[config.mk]
export PLATFORM = sky130hd
export DESIGN_NAME = automat_monitor
export DESIGN_NICKNAME = d
export VERILOG_FILES = /design/src/rtl/automat_monitor.sv
export SDC_FILE = /design/constraint.sdc
export NUM_CORES = 1
export LEC_CHECK = 0
export ABC_AREA = 1
export CAP_MARGIN = 0
export CORE_ASPECT_RATIO = 0.75
export CORE_MARGIN = 3
export CORE_UTILIZATION = 32
export CTS_CLUSTER_DIAMETER = 200
export DETAILED_ROUTE_END_ITERATION = 8
export GPL_ROUTABILITY_DRIVEN = 0
export MAX_ROUTING_LAYER = met4
export PLACE_DENSITY_LB_ADDON = 0.12
export SKIP_CTS_REPAIR_TIMING = 1
export SLEW_MARGIN = 25
export SYNTH_ARGS = -nofsm -noshare
export SYNTH_HDL_FRONTEND = slang
export SYNTH_SLANG_ARGS = --single-unit
[constraint.sdc]
create_clock -name clk -period 3.7 [get_ports clk]
set_clock_uncertainty 0.15 [all_clocks]
set_input_delay 0.555 -clock clk [delete_from_list [all_inputs] [get_ports clk]]
set_output_delay 0.555 -clock clk [all_outputs]
set_load 0.01 [all_outputs]
[src/rtl/automat_monitor.sv]
// automat_monitor: runs a reference model of a 4-state Mealy automaton in
// lock-step with an observed implementation. It compares the observed
// {m,n} with the expected {m,n} every enabled cycle and reports:
// - err:     a one-cycle pulse after each mismatch
// - err_cnt: a saturating mismatch count
// - fail:    a sticky failure flag
// - stuck:   an indication that the automaton is parked in S1
module automat_monitor #(
    parameter int CNT_W     = 8,
    parameter int STUCK_LIM = 16
) (
    input  logic             clk,
    input  logic             rst,
    input  logic             en,
    input  logic             clr,
    input  logic             a,
    input  logic             b,
    input  logic             m,
    input  logic             n,
    output logic [3:0]       st,
    output logic             err,
    output logic [CNT_W-1:0] err_cnt,
    output logic             fail,
    output logic             stuck
);

    localparam int                 RUN_W   = $clog2(STUCK_LIM + 1);
    localparam logic [RUN_W-1:0]   RUN_MAX = RUN_W'(STUCK_LIM);
    localparam logic [CNT_W-1:0]   CNT_MAX = '1;

    typedef enum logic [3:0] {
        S0 = 4'b0001,
        S1 = 4'b0010,
        S2 = 4'b0100,
        S3 = 4'b1000
    } state_t;

    state_t           state_reg, state_next;
    logic [1:0]       exp_mn;
    logic             mismatch;
    logic             err_reg;
    logic [CNT_W-1:0] cnt_reg, cnt_next;
    logic             fail_reg, fail_next;
    logic [RUN_W-1:0] run_reg, run_next;

    // Reference transition/output table.
    // Any non-one-hot encoding falls into the S0 row, so a corrupted state
    // recovers to a legal code on the next enabled edge.
    always_comb begin
        state_next = state_reg;
        exp_mn     = 2'b00;
        case (state_reg)
            S1: begin
                state_next = S1;
                exp_mn     = 2'b00;
            end
            S2: begin
                if (a) begin
                    state_next = S1;
                    exp_mn     = 2'b10;
                end else begin
                    state_next = S2;
                    exp_mn     = 2'b01;
                end
            end
            S3: begin
                state_next = S2;
                exp_mn     = 2'b11;
            end
            default: begin
                case ({a, b})
                    2'b11:   begin state_next = S1; exp_mn = 2'b10; end
                    2'b01:   begin state_next = S2; exp_mn = 2'b00; end
                    2'b10:   begin state_next = S0; exp_mn = 2'b01; end
                    default: begin state_next = S3; exp_mn = 2'b00; end
                endcase
            end
        endcase
        // The tracked state advances only on qualified samples.
        // It never resynchronises to the observed machine.
        if (!en) begin
            state_next = state_reg;
        end
    end

    assign mismatch = en & ({m, n} != exp_mn);

    // Error count, sticky flag and S1 run length.
    // clr wins over a same-cycle mismatch; the err pulse is unaffected by clr.
    always_comb begin
        cnt_next  = cnt_reg;
        fail_next = fail_reg;
        run_next  = run_reg;
        if (clr) begin
            cnt_next  = '0;
            fail_next = 1'b0;
            run_next  = '0;
        end else if (en) begin
            if (mismatch) begin
                if (cnt_reg != CNT_MAX) begin
                    cnt_next = cnt_reg + CNT_W'(1);
                end
                fail_next = 1'b1;
            end
            if (state_reg == S1) begin
                if (run_reg != RUN_MAX) begin
                    run_next = run_reg + RUN_W'(1);
                end
            end else begin
                run_next = '0;
            end
        end
    end

    // State and status registers; rst clears everything asynchronously.
    always_ff @(posedge clk or posedge rst) begin
        if (rst) begin
            state_reg <= S0;
            err_reg   <= 1'b0;
            cnt_reg   <= '0;
            fail_reg  <= 1'b0;
            run_reg   <= '0;
        end else begin
            state_reg <= state_next;
            err_reg   <= mismatch;
            cnt_reg   <= cnt_next;
            fail_reg  <= fail_next;
            run_reg   <= run_next;
        end
    end

    assign st      = state_reg;
    assign err     = err_reg;
    assign err_cnt = cnt_reg;
    assign fail    = fail_reg;
    assign stuck   = (run_reg == RUN_MAX);

endmodule

==> metrics.cfg <==
[setup_path]
critPathMaxFanout=3
crit_start=run_reg[0]
cp-end-kind=output pin
endpoint=stuck
r2r_start=st[3]
cp.arrival_ps=1680
ff2ff_setup_slack_ps=1900
setup.worst_path.start_class=flip-flop
cp_data_required_time_ps=2990
r2r_end=err_cnt[5]
path_class=reg2out
reg2reg_depth=11

[sta]
totalNegativeSetupSlack_ps=0
hold_violations=0
timing.slew.headroom_pct=51.2
tightest_slew_ps=731
final-max-slew-violation-count=0
setup_slack_ps=1320
period_minus_slack_ps=2380
rsz0062_at_grt=no
finalSetupViolations=0
fmax_mhz=420
fin_crit_sh_pct=64.4

[clocking]
cts_root_buffer=clkbuf_8
cts.sinks=19
cts_max_level=1
clk_latency_ps=250
cts_made_buffers=3
max-clock-path-buffers=2
cts_tree=done
clk_pin_slew_ps=70

[die]
die-height_um=58.5
fp.dieW_um=76.0
io_pins=23
die-area_mm2=0.00445
coreArea_mm2=0.00340
start_util_pct=34.6
row_count=18

[logic_synthesis]
synth_area_leaders=dfrtp_1 (38%), nand2_1 (10%), nand3_1 (8.1%)
synth.distinct_cells=25
synth_area_per_cell_um2=7.36
yosys.area.top_type_share_pct=38.3
yosysWarningCount=0
yosysTopAreaCell=dfrtp_1
syn_inst=160
yosysMostFrequentCell=nand2_1
synth_edf_count=0
synth_seq_cells=19
async_reset_ff_share_pct=100
synth_area_mm2=0.00118
ys_top_cells_by_count=nand2_1 (32), inv_1 (24), nor2_1 (21)
synth-seq-area-share_pct=40.5
syn_nets=171
synth_flop_cell=dfrtp_1

[finish]
largest_reg_flops=8
final_cells=233
area_growth_pct=26.8
finalInstanceArea_mm2=0.00149
fillCellCount=336
final_nets=195
drive_gt1_share_pct=9.84
multi_input_area_um2=591
diodes=0
regArea_um2=477

[power_and_ir_drop]
fin_total_pwr_w=0.000534
p_leak_nw=0.733
ir_worst_vdd_mv=0.148
power_density_mw_per_mm2=357

[placement]
dp_hpwl_mm=1.98
dp.cells=229
pre_cts_ws_ps=1400
port_buffers=22
dpl-instance-area_mm2=0.00145

[global_route]
grt_usage_pct=13.3
grt_pass1_wl_mm=4.72
overflow=0
grt_use_met2_pct=21.6
antenna_found_initial=0
grt_max_degree=20
met3_usage_pct=3.82
grt.met1_usage_pct=17.3
grt_pass1_vias=1020
grt.busiest_layer=met2

[route]
antenna_left=0
wl_mm=2.59
wl_per_cell_um=11.1
firstDrtPassIters=4
drc_errors=0
via_per_inst=4.55
num_vias=1061
drtIter0Drc=39

[hold_path]
worstHoldPathType=reg2reg
min_from=fail

[run]
maxCapViolations=0

[status]
status=finished clean

## metrics by stage
step	utilization (%)	hold slack, ps
global placement	42.6	328
CTS	43.9	366
floorplan	-	355
finish	43.9	357
global route	43.9	387
detailed placement	42.6	348
## worst min path at each step
stage	cells past startpoint	to
2_1_floorplan	1	err
3_3_place_gp	2	fail
3_5_place_dp	2	fail
4_1_cts	2	fail
5_1_grt	2	st[0]
6_report	2	fail
## cell usage in the layout, fill, tap and decap left out, types with 2 or more instances in the layout
cell type	netlist	layout
nand2_1	32	32
inv_1	24	24
clkdlybuf4s50_1	0	22
nor2_1	21	21
nand3_1	19	19
dfrtp_1	18	18
nand2_2	5	5
a21oi_1	5	5
xor2_1	4	4
o21ai_0	4	4
nor2_2	3	3
nand4_1	3	3
ha_1	3	3
clkbuf_8	0	3
inv_2	2	2
xnor2_1	2	2
nor3_1	2	2
a31oi_1	2	2
o22ai_1	2	2
## per-layer routing
metal  part of all wire, %  up-vias  wire length (um)
met5                     0        -                 0
met3                   3.9        2               101
met2                    44       21              1140
met1                    51      483              1330
li1                      -      555                 -
met4                  0.54        0                14
## power breakdown
group	leakage (nW)	switching [W]	internal, W	total (W)
clock	0.0228	0.0000662	0.0000764	0.000143
sequential	0.250	0.0000185	0.000226	0.000244
combinational	0.461	0.0000807	0.0000656	0.000146
total	0.733	0.000165	0.000368	0.000534
## cell type report
class | instances | area share (%)
clock buffer | 4 | 3.02
inverter | 26 | 6.54
multi-input combinational | 112 | 39.6
sequential | 19 | 31.9
tap | 50 | 4.19
timing repair buffer | 22 | 14.8
## cell families after synthesis
logic type                 share of synthesized area (%)
DFF                                                 40.5
buffers and inverters                               9.35
xor gates and xnor gates                            4.46
adders and majority gates                           3.19
AOI/OAI and AO/OA                                   5.95
and+or+nand+nor                                     36.6
## worst max-delay path, stage by stage, from the launching register on
cell and delay [ps]:
dfrtp_1 410, inv_1 100, ha_1 150, nand4_1 150, inv_1 90, clkdlybuf4s50_1 530
No activity file was read; power rests on OpenSTA's default activity.
